## src/rtl/match_if.sv

```systemverilog
// match_if: control, feature-RAM, distance-unit and match-output
// signals of the stereo matcher sequencer.
interface match_if #(
  parameter int ADDR_W = 10,
  parameter int COOR_W = 10,
  parameter int DIST_W = 16
);
  logic                start;
  logic [ADDR_W:0]     n_left;
  logic [ADDR_W:0]     n_right;
  logic                busy;
  logic                done;
  logic [ADDR_W-1:0]   l_addr;
  logic                l_rd;
  logic [2*COOR_W-1:0] l_coor;
  logic [ADDR_W-1:0]   r_addr;
  logic                r_rd;
  logic [2*COOR_W-1:0] r_coor;
  logic                cmp_issue;
  logic [DIST_W-1:0]   cmp_dist;
  logic                cmp_dist_valid;
  logic [6*COOR_W-1:0] dout;
  logic                dout_valid;
  logic                dout_ready;

  modport master (
    input  start, n_left, n_right, l_coor, r_coor,
    input  cmp_dist, cmp_dist_valid, dout_ready,
    output busy, done, l_addr, l_rd, r_addr, r_rd,
    output cmp_issue, dout, dout_valid
  );

  modport slave (
    output start, n_left, n_right, l_coor, r_coor,
    output cmp_dist, cmp_dist_valid, dout_ready,
    input  busy, done, l_addr, l_rd, r_addr, r_rd,
    input  cmp_issue, dout, dout_valid
  );
endinterface

```

## src/rtl/match_ctrl.sv

```systemverilog
// match_ctrl: stereo feature-point matcher sequencer. Scans all right
// points per left point, keeps the lowest distance, emits match words.
module match_ctrl #(
  parameter int ADDR_W  = 10,
  parameter int COOR_W  = 10,
  parameter int DIST_W  = 16,
  parameter int CMP_LAT = 3,
  parameter int Y_TOL   = 2,
  parameter logic [DIST_W-1:0] MAX_DIST = 16'd400
) (
  input logic     clk,
  input logic     rst,
  match_if.master bus_io
);
  localparam int CW = COOR_W;
  localparam int NW = ADDR_W + 1;
  localparam logic [CW-1:0] YTOL = CW'(Y_TOL);
  localparam logic [NW-1:0] DRN  = NW'(CMP_LAT);

  typedef enum logic [2:0] {
    S_IDLE, S_LOAD, S_SCAN, S_DRAIN, S_EMIT, S_FIN
  } state_t;

  state_t            st_q, st_d;
  logic [NW-1:0]     nl_q, nl_d, nr_q, nr_d, j_q, j_d;
  logic [ADDR_W-1:0] i_q, i_d;
  logic [2*CW-1:0]   l_q, l_d, br_q, br_d;
  logic [DIST_W-1:0] bd_q, bd_d;
  logic              hit_q, hit_d;
  logic              rv_q;
  logic [CMP_LAT-1:0] tv_q;
  logic [2*CW-1:0]   tc_q [CMP_LAT];

  logic [CW-1:0] lx, ly, rx, ry, bx, by, dy_abs;
  logic issue, upd, emit_ok, last_l, dv;

  assign lx = l_q[2*CW-1:CW];
  assign ly = l_q[CW-1:0];
  assign rx = bus_io.r_coor[2*CW-1:CW];
  assign ry = bus_io.r_coor[CW-1:0];
  assign bx = br_q[2*CW-1:CW];
  assign by = br_q[CW-1:0];

  // rv_q marks the cycle in which r_coor holds a freshly read point
  assign dy_abs  = (ly >= ry) ? ly - ry : ry - ly;
  assign issue   = rv_q && (dy_abs <= YTOL);
  assign upd     = bus_io.cmp_dist_valid && tv_q[CMP_LAT-1]
                && (bus_io.cmp_dist < bd_q);
  assign emit_ok = hit_q && (bd_q < MAX_DIST);
  assign last_l  = (NW'(i_q) + NW'(1)) == nl_q;
  assign dv      = (st_q == S_EMIT) && emit_ok;

  always_ff @(posedge clk or posedge rst) begin
    if (rst) begin
      rv_q <= 1'b0;
      tv_q <= '0;
      for (int k = 0; k < CMP_LAT; k++) tc_q[k] <= '0;
    end else begin
      rv_q    <= (st_q == S_SCAN);
      tv_q[0] <= issue;
      tc_q[0] <= bus_io.r_coor;
      for (int k = 1; k < CMP_LAT; k++) begin
        tv_q[k] <= tv_q[k-1];
        tc_q[k] <= tc_q[k-1];
      end
    end
  end

  always_ff @(posedge clk or posedge rst) begin
    if (rst) begin
      st_q  <= S_IDLE;
      nl_q  <= '0;
      nr_q  <= '0;
      j_q   <= '0;
      i_q   <= '0;
      l_q   <= '0;
      br_q  <= '0;
      bd_q  <= '0;
      hit_q <= 1'b0;
    end else begin
      st_q  <= st_d;
      nl_q  <= nl_d;
      nr_q  <= nr_d;
      j_q   <= j_d;
      i_q   <= i_d;
      l_q   <= l_d;
      br_q  <= br_d;
      bd_q  <= bd_d;
      hit_q <= hit_d;
    end
  end

  always_comb begin
    st_d  = st_q;
    nl_d  = nl_q;
    nr_d  = nr_q;
    j_d   = j_q;
    i_d   = i_q;
    l_d   = l_q;
    br_d  = br_q;
    bd_d  = bd_q;
    hit_d = hit_q;
    if (upd) begin
      bd_d  = bus_io.cmp_dist;
      br_d  = tc_q[CMP_LAT-1];
      hit_d = 1'b1;
    end
    unique case (st_q)
      S_IDLE: begin
        if (bus_io.start) begin
          nl_d = bus_io.n_left;
          nr_d = bus_io.n_right;
          i_d  = '0;
          j_d  = '0;
          st_d = (bus_io.n_left == '0) ? S_FIN : S_LOAD;
        end
      end
      S_LOAD: begin
        bd_d  = '1;
        hit_d = 1'b0;
        j_d   = j_q + NW'(1);
        if (j_q[0]) begin
          l_d  = bus_io.l_coor;
          j_d  = '0;
          st_d = (nr_q == '0) ? S_DRAIN : S_SCAN;
        end
      end
      S_SCAN: begin
        j_d = j_q + NW'(1);
        if (j_q == nr_q - NW'(1)) begin
          j_d  = '0;
          st_d = S_DRAIN;
        end
      end
      // one cycle for the last r_coor plus the full compare latency
      S_DRAIN: begin
        j_d = j_q + NW'(1);
        if (j_q == DRN) begin
          j_d  = '0;
          st_d = S_EMIT;
        end
      end
      S_EMIT: begin
        if (!emit_ok || bus_io.dout_ready) begin
          i_d  = i_q + ADDR_W'(1);
          st_d = last_l ? S_FIN : S_LOAD;
        end
      end
      S_FIN:   st_d = S_IDLE;
      default: st_d = S_IDLE;
    endcase
  end

  assign bus_io.busy       = (st_q != S_IDLE) && (st_q != S_FIN);
  assign bus_io.done       = (st_q == S_FIN);
  assign bus_io.l_addr     = i_q;
  assign bus_io.l_rd       = (st_q == S_LOAD);
  assign bus_io.r_rd       = (st_q == S_SCAN);
  assign bus_io.r_addr     = (st_q == S_SCAN) ? j_q[ADDR_W-1:0] : '0;
  assign bus_io.cmp_issue  = issue;
  assign bus_io.dout_valid = dv;
  assign bus_io.dout       = dv ? {lx - bx, ly - by, br_q, l_q} : '0;
endmodule

```

## src/flat_wrapper.sv

```systemverilog
// flat-port wrapper written by rule: the top's interface ports become plain ports
module match_ctrl_flat 
#(
  parameter int ADDR_W  = 10,
  parameter int COOR_W  = 10,
  parameter int DIST_W  = 16,
  parameter int CMP_LAT = 3,
  parameter int Y_TOL   = 2,
  parameter logic [DIST_W-1:0] MAX_DIST = 16'd400
)
  (clk, rst, bus_io_start, bus_io_n_left, bus_io_n_right, bus_io_l_coor, bus_io_r_coor, bus_io_cmp_dist, bus_io_cmp_dist_valid, bus_io_dout_ready, bus_io_busy, bus_io_done, bus_io_l_addr, bus_io_l_rd, bus_io_r_addr, bus_io_r_rd, bus_io_cmp_issue, bus_io_dout, bus_io_dout_valid);
  match_if #(.ADDR_W(ADDR_W), .COOR_W(COOR_W), .DIST_W(DIST_W)) bus_io_i ();
  input logic clk;
  input logic rst;
  input wire logic [$bits(bus_io_i.start)-1:0] bus_io_start;
  input wire logic [$bits(bus_io_i.n_left)-1:0] bus_io_n_left;
  input wire logic [$bits(bus_io_i.n_right)-1:0] bus_io_n_right;
  input wire logic [$bits(bus_io_i.l_coor)-1:0] bus_io_l_coor;
  input wire logic [$bits(bus_io_i.r_coor)-1:0] bus_io_r_coor;
  input wire logic [$bits(bus_io_i.cmp_dist)-1:0] bus_io_cmp_dist;
  input wire logic [$bits(bus_io_i.cmp_dist_valid)-1:0] bus_io_cmp_dist_valid;
  input wire logic [$bits(bus_io_i.dout_ready)-1:0] bus_io_dout_ready;
  output wire logic [$bits(bus_io_i.busy)-1:0] bus_io_busy;
  output wire logic [$bits(bus_io_i.done)-1:0] bus_io_done;
  output wire logic [$bits(bus_io_i.l_addr)-1:0] bus_io_l_addr;
  output wire logic [$bits(bus_io_i.l_rd)-1:0] bus_io_l_rd;
  output wire logic [$bits(bus_io_i.r_addr)-1:0] bus_io_r_addr;
  output wire logic [$bits(bus_io_i.r_rd)-1:0] bus_io_r_rd;
  output wire logic [$bits(bus_io_i.cmp_issue)-1:0] bus_io_cmp_issue;
  output wire logic [$bits(bus_io_i.dout)-1:0] bus_io_dout;
  output wire logic [$bits(bus_io_i.dout_valid)-1:0] bus_io_dout_valid;
  assign bus_io_i.start = bus_io_start;
  assign bus_io_i.n_left = bus_io_n_left;
  assign bus_io_i.n_right = bus_io_n_right;
  assign bus_io_i.l_coor = bus_io_l_coor;
  assign bus_io_i.r_coor = bus_io_r_coor;
  assign bus_io_i.cmp_dist = bus_io_cmp_dist;
  assign bus_io_i.cmp_dist_valid = bus_io_cmp_dist_valid;
  assign bus_io_i.dout_ready = bus_io_dout_ready;
  assign bus_io_busy = bus_io_i.busy;
  assign bus_io_done = bus_io_i.done;
  assign bus_io_l_addr = bus_io_i.l_addr;
  assign bus_io_l_rd = bus_io_i.l_rd;
  assign bus_io_r_addr = bus_io_i.r_addr;
  assign bus_io_r_rd = bus_io_i.r_rd;
  assign bus_io_cmp_issue = bus_io_i.cmp_issue;
  assign bus_io_dout = bus_io_i.dout;
  assign bus_io_dout_valid = bus_io_i.dout_valid;
  match_ctrl #(.ADDR_W(ADDR_W), .COOR_W(COOR_W), .DIST_W(DIST_W), .CMP_LAT(CMP_LAT), .Y_TOL(Y_TOL), .MAX_DIST(MAX_DIST)) u_core (.clk(clk), .rst(rst), .bus_io(bus_io_i));
endmodule
```

## config.mk

```make
export PLATFORM = sky130hd
export DESIGN_NAME = match_ctrl_flat
export DESIGN_NICKNAME = d
export VERILOG_FILES = /design/src/rtl/match_if.sv /design/src/rtl/match_ctrl.sv /design/src/flat_wrapper.sv
export SDC_FILE = /design/constraint.sdc
export NUM_CORES = 1
export LEC_CHECK = 0
export ABC_AREA = 1
export BUFFER_PORTS_ARGS = -buffer_cell sky130_fd_sc_hd__buf_2
export CORE_MARGIN = 3
export CORE_UTILIZATION = 52
export DETAILED_ROUTE_END_ITERATION = 16
export PLACE_DENSITY = 0.75
export SLEW_MARGIN = 5
export SYNTH_ARGS = -nofsm -noshare
export SYNTH_HDL_FRONTEND = slang
export SYNTH_SLANG_ARGS = --single-unit
```

## constraint.sdc

```tcl
create_clock -name clk -period 7.6 [get_ports clk]
set_input_delay 1.9 -clock clk [delete_from_list [all_inputs] [get_ports clk]]
set_output_delay 1.9 -clock clk [all_outputs]
set_load 0.1 [all_outputs]
```

# Word level (Yosys, flattened, before mapping)
# Index checks and enable logic that the tools add are counted.
# classes
addsub	8
eq_ne	14
n_lt_le_gt_ge	4
n_mux	24
n_reduce_logical	20
# ops
op	n
60-bit two-way mux	1
11-bit two-way mux	4
11-bit one-hot mux with 4 select lines	1
10-bit two-way mux	4
10-bit subtractor	4
16-bit two-way mux	2
11-bit == test	2
11-bit logical NOT	2
3-bit two-way mux	7
10-bit one-hot mux with 2 select lines	1
16-bit < comparator	1
16-bit by 9-bit < comparator with 1-bit output (second input constant)	1
3-bit one-hot mux with 5 select lines	1
10-bit by 1-bit adder with 11-bit output (second input constant)	1
11-bit by 1-bit adder with 11-bit output (second input constant)	1
11-bit by 2-bit == test with 1-bit output (second input constant)	1
11-bit by 1-bit subtractor with 11-bit output (second input constant)	1
10-bit by 1-bit adder with 10-bit output (second input constant)	1
10-bit >= comparator	1
10-bit by 2-bit <= comparator with 1-bit output (second input constant)	1
3-bit by 2-bit == test with 1-bit output (second input constant)	2
3-bit == test (second input constant)	2
1-bit logical AND	6
2-bit by 1-bit != test with 1-bit output (second input constant)	3
13 further kinds	19
# word_totals
ff_bits	167
input_bits	83

# Logic depth before layout (Yosys ltp)
# logic_depth
depth_word	6
mapped_depth	17
ltp_nobuf	17

# Worst setup path before layout
# No wires, ideal clock.
# synth_timing
kind	in2out
start	input bus_io_r_coor[0]
end	output bus_io_cmp_issue
cell_stages	12
t_arrival_ns	4.650
path_buffers	0
path_slack_ns	1.050
required_time_ns	5.700
path_cell_list	inv_1 > ha_1 > fa_1 > o21ai_0 > a21oi_1 > o21ai_0 > nand2_1 > nand3_1 > nand2_1 > nor2_1 > nand3_1 > nor2_1
# synth_via
elab_chain_cells	4
word_cells_on_any_way	6
# synth_rtl
element	line_no	source
from (decl)	flat_wrapper.sv:19	input wire logic [$bits(bus_io_i.r_coor)-1:0] bus_io_r_coor;
10-bit subtractor / 10-bit >= comparator (equally long branches)	match_ctrl.sv:45	assign dy_abs = (ly >= ry) ? ly - ry : ry - ly;
10-bit two-way mux *	match_ctrl.sv:45	
10-bit by 2-bit <= comparator with 1-bit output *	match_ctrl.sv:46	assign issue = rv_q && (dy_abs <= YTOL);
1-bit logical AND *	match_ctrl.sv:46	
to (decl)	flat_wrapper.sv:29	output wire logic [$bits(bus_io_i.cmp_issue)-1:0] bus_io_cmp_issue;
# Every way passes the cells marked *; elsewhere a longest branch is shown, timed or not.

# Worst setup path after layout
# layout_timing
start	input bus_io_r_coor[3]
end	output bus_io_cmp_issue
# Same word-level chain as after synthesis.

==> out/qor.yml <==
run_status:
  outcome: "finished, final reports clean"
sta:
  fin_crit_sh_pct: 82.32
  finalSetupTns_ps: 0
  worst_pin_slew_ps: 987.6
  max_freq_mhz: 159.8
  skew_ps: 14.73
  whs_ps: 343.7
  min_period_ps: 6256
  rsz0062_at_grt: "no"
  relSlewSlack_pct: 34.16
  hold_viol: 0
  setup_viol: 0
  drv_slew: 0
power_and_ir_drop:
  comb_power_share_pct: 12.0
  vdd_drop_max_uv: 218.9
  switching_share_pct: 26.60
  power.density_nw_per_um2: 194.5
  p_int_uw: 1564
  p_leak_uw: 0.006078
  pwr-share-seq_pct: 44.8
  clockPowerShare_pct: 43.1
  p_sw_uw: 566.7
cells_and_area:
  final_cell_mix: "212 x nand2_1, 179 x inv_1, 168 x buf_2"
  design_area_um2: 10950
  fillers: 1536
  nets: 1463
  drive_gt1_share_pct: 18.38
  area.sequential_um2: 4179
  final_cells: 1559
  final_common_cell: "nand2_1"
  multi_input_area_um2: 4297
  syn_to_final_growth_pct: 17.94
clock_network:
  cts_htree_levels: 4
  cts_tree: "yes"
  post_cts_buffers: 0
  cts-root-buf: "clkbuf_16"
  cts_resized: 0
  clockBufferDepth: 2
  cts_sinks: 167
  clkTransAtPathRegs_ps: 70
  clock_latency_ps: 440
  cts_buffers: 17
  ctsHoldBuffers: 0
run:
  cap_violations: 0
global_route:
  grt_antenna_before_repair: 2
  grt_max_degree: 110
  track_usage_pct: 24.58
  grt_pass1_wl_mm: 38.86
  grt_pass1_vias: 7950
  grt-ovfl-total: 0
synthesis:
  synth_top_family_by_area: "simple AND/OR/NAND/NOR gates"
  ys_warn_count: 0
  ys_ff_latch: 167
  synth_cell_types: 42
  synth_simple_gate_area_share_pct: 23.47
  synthMuxAreaShare_pct: 0.7140
  synthAdderAreaFrac_pct: 8.406
  syn_area_um2: 9288
  ys_seq_area_share_pct: 45.00
  synth_compound_area_share_pct: 10.60
  avgSynthCellArea_um2: 8.034
  synth_xor_area_share_pct: 3.072
  syn_inst: 1156
  syn_nets: 1299
min_path:
  hold_class: "flop to flop"
floorplanning:
  io_pins: 169
  design.die.area_um2: 19500
  fp.dieW_um: 139.6
  coreArea_um2: 17420
  initial_core_util_pct: 53.33
  die_h_um: 139.6
  fp-row-count: 48
route:
  dr.pass1.iters: 5
  drt_iter0_drc: 513
  drc: 0
  wire_per_inst_um: 14.99
  vias_per_cell: 5.179
  vias: 8074
  routed_wl_mm: 23.36
  antenna_left: 0
worst_setup_path:
  start_kind: "input port"
  crit_required_ps: 5700
  arrival_ps: 4360
  cpMaxStageDelayCell: "buf_2"
  crit_path_cell_trace: "buf_2 > inv_1 > ha_1 > inv_1 > o21bai_1 > nand2_1 > nand2_1 > a21oi_2 > nand3_2 > nand2_1 > nand2_1 > nand2_1 > nand2_1 > nor2_1 > nand3_1 > nor2_1 > buf_2"
  crit_fanout: 13
  crit_type: "input port to output port"
  cp_slowest_stage_delay_ps: 460
  crit_top_cell: "nand2_1"
  crit_path_end_kind: "output port"
placement:
  port_buffers: 168
  place_area_um2: 10330
  gp_congestion: 0.8775
  dpl.hpwl_mm: 17.29
  dp.cells: 1526
## power groups by stage
stage	Sequential (µW)	Clock [µW]	Combinational [µW]
detailed placement	972	0	256
CTS	955	934	258
finish	955	919	256
global route	959	972	298
floorplan	963	0	186
global placement	970	0	251
## per-stage QoR
| step | util (%) | total power (µW) | worst slack [ps] |
|---|---|---|---|
| 3_3_place_gp | 59.30 | 1221 | 1394 |
| 5_1_grt | 62.90 | 2229 | 1032 |
| 4_1_cts | 62.88 | 2147 | 1361 |
| 3_5_place_dp | 59.30 | 1228 | 1370 |
| 2_1_floorplan | - | 1149 | 1050 |
| 6_report | 62.90 | 2131 | 1344 |
## per-layer routing
layer  part of all wire (%)  GRT usage (%)  vias to the layer above
met3                    4.9          4.364                       37
met2                     47          40.48                      210
met5                  0.056              0                        -
li1                       -              -                     4026
met4                    2.0          7.241                        2
met1                     46          33.55                     3799
## cell families after synthesis
kind of cell | after synthesis
muxes | 6
and+or+nand+nor | 507
AOI/OAI and AO/OA | 175
xor gates and xnor gates | 31
buffers and inverters | 210
DFF | 167
adders and majority gates | 60
## sequential cells by signal (all words and copies together), names as in the netlist
signal                count
u_core.nl_q              11
u_core.bd_q              16
u_core.rv_q               1
u_core.tv_q               3
u_core.st_q               3
u_core.nr_q              11
u_core.l_q               20
u_core.br_q              20
u_core.bus_io.l_addr     10
u_core.tc_q              60
u_core.hit_q              1
u_core.j_q               11
## final timing paths
kind | start | end | slack, ps | depth (start not counted)
min reg2reg | u_core.tc_q[36] | u_core.tc_q[16] | 340 | 0
max in group asynchronous | rst | u_core.bd_q[15] | 4560 | 3
max reg2reg | u_core.bd_q[3] | u_core.bd_q[13] | 4450 | 12
min | u_core.tc_q[36] | u_core.tc_q[16] | 340 | 0
max | bus_io_r_coor[3] | bus_io_cmp_issue | 1340 | 17
min in group asynchronous | rst | u_core.tc_q[44] | 1700 | 2
## final cells by class
type,instances,share of cell area [%]
Sequential cell,167,38.15
Antenna cell,1,0.02284
Tap cell,225,2.570
Timing Repair Buffer,174,8.087
Clock buffer,18,4.009
Inverter,181,6.248
Multi-Input combinational cell,779,39.22
Clock inverter,14,1.690
## critical path: cells and delay by family
kind	cells	cell delay, ps
and+or+nand+nor	10	1070
buffers and inverters	4	720
adders and majority gates	1	370
AOI/OAI and AO/OA	2	280
## cells in the mapped netlist
master     count  share of area (%)
a31oi_1        4               0.27
o21ai_0       38                2.0
nor2_4         4               0.48
nor3_1        17               0.92
nor3_2         1               0.11
o22ai_1       10               0.67
inv_1        180                7.3
xnor3_1        1               0.24
a21oi_1       96                5.2
fa_1           4               0.86
xnor2_1       12                1.1
xor2_1        18                1.7
inv_2          1              0.040
or2_2         17                1.1
o31ai_1        1              0.081
buf_2          7               0.38
a21o_1         1              0.081
nor2_1       156                6.3
o211ai_1       8               0.65
clkbuf_1      17               0.69
dfrtp_1      167                 45
nand4_1       12               0.81
buf_1          3               0.12
nor4_1         4               0.27
nand3b_1       6               0.48
nand3_2        2               0.22
mux2_2         5               0.61
buf_6          2               0.24
o2111ai_1      2               0.19
nand2_2        3               0.20
o31a_1         1              0.094
a21boi_0       2               0.16
nand2_1      212                8.6
ha_1          56                7.5
nand3_1       71                3.8
o41ai_4        1               0.30
o21bai_1       5               0.40
nor2_2         2               0.13
a21oi_2        2               0.19
mux2i_1        1               0.11
o21a_1         3               0.24
o21ai_1        1              0.054
Note: power is estimated with default switching activity, not from simulation.
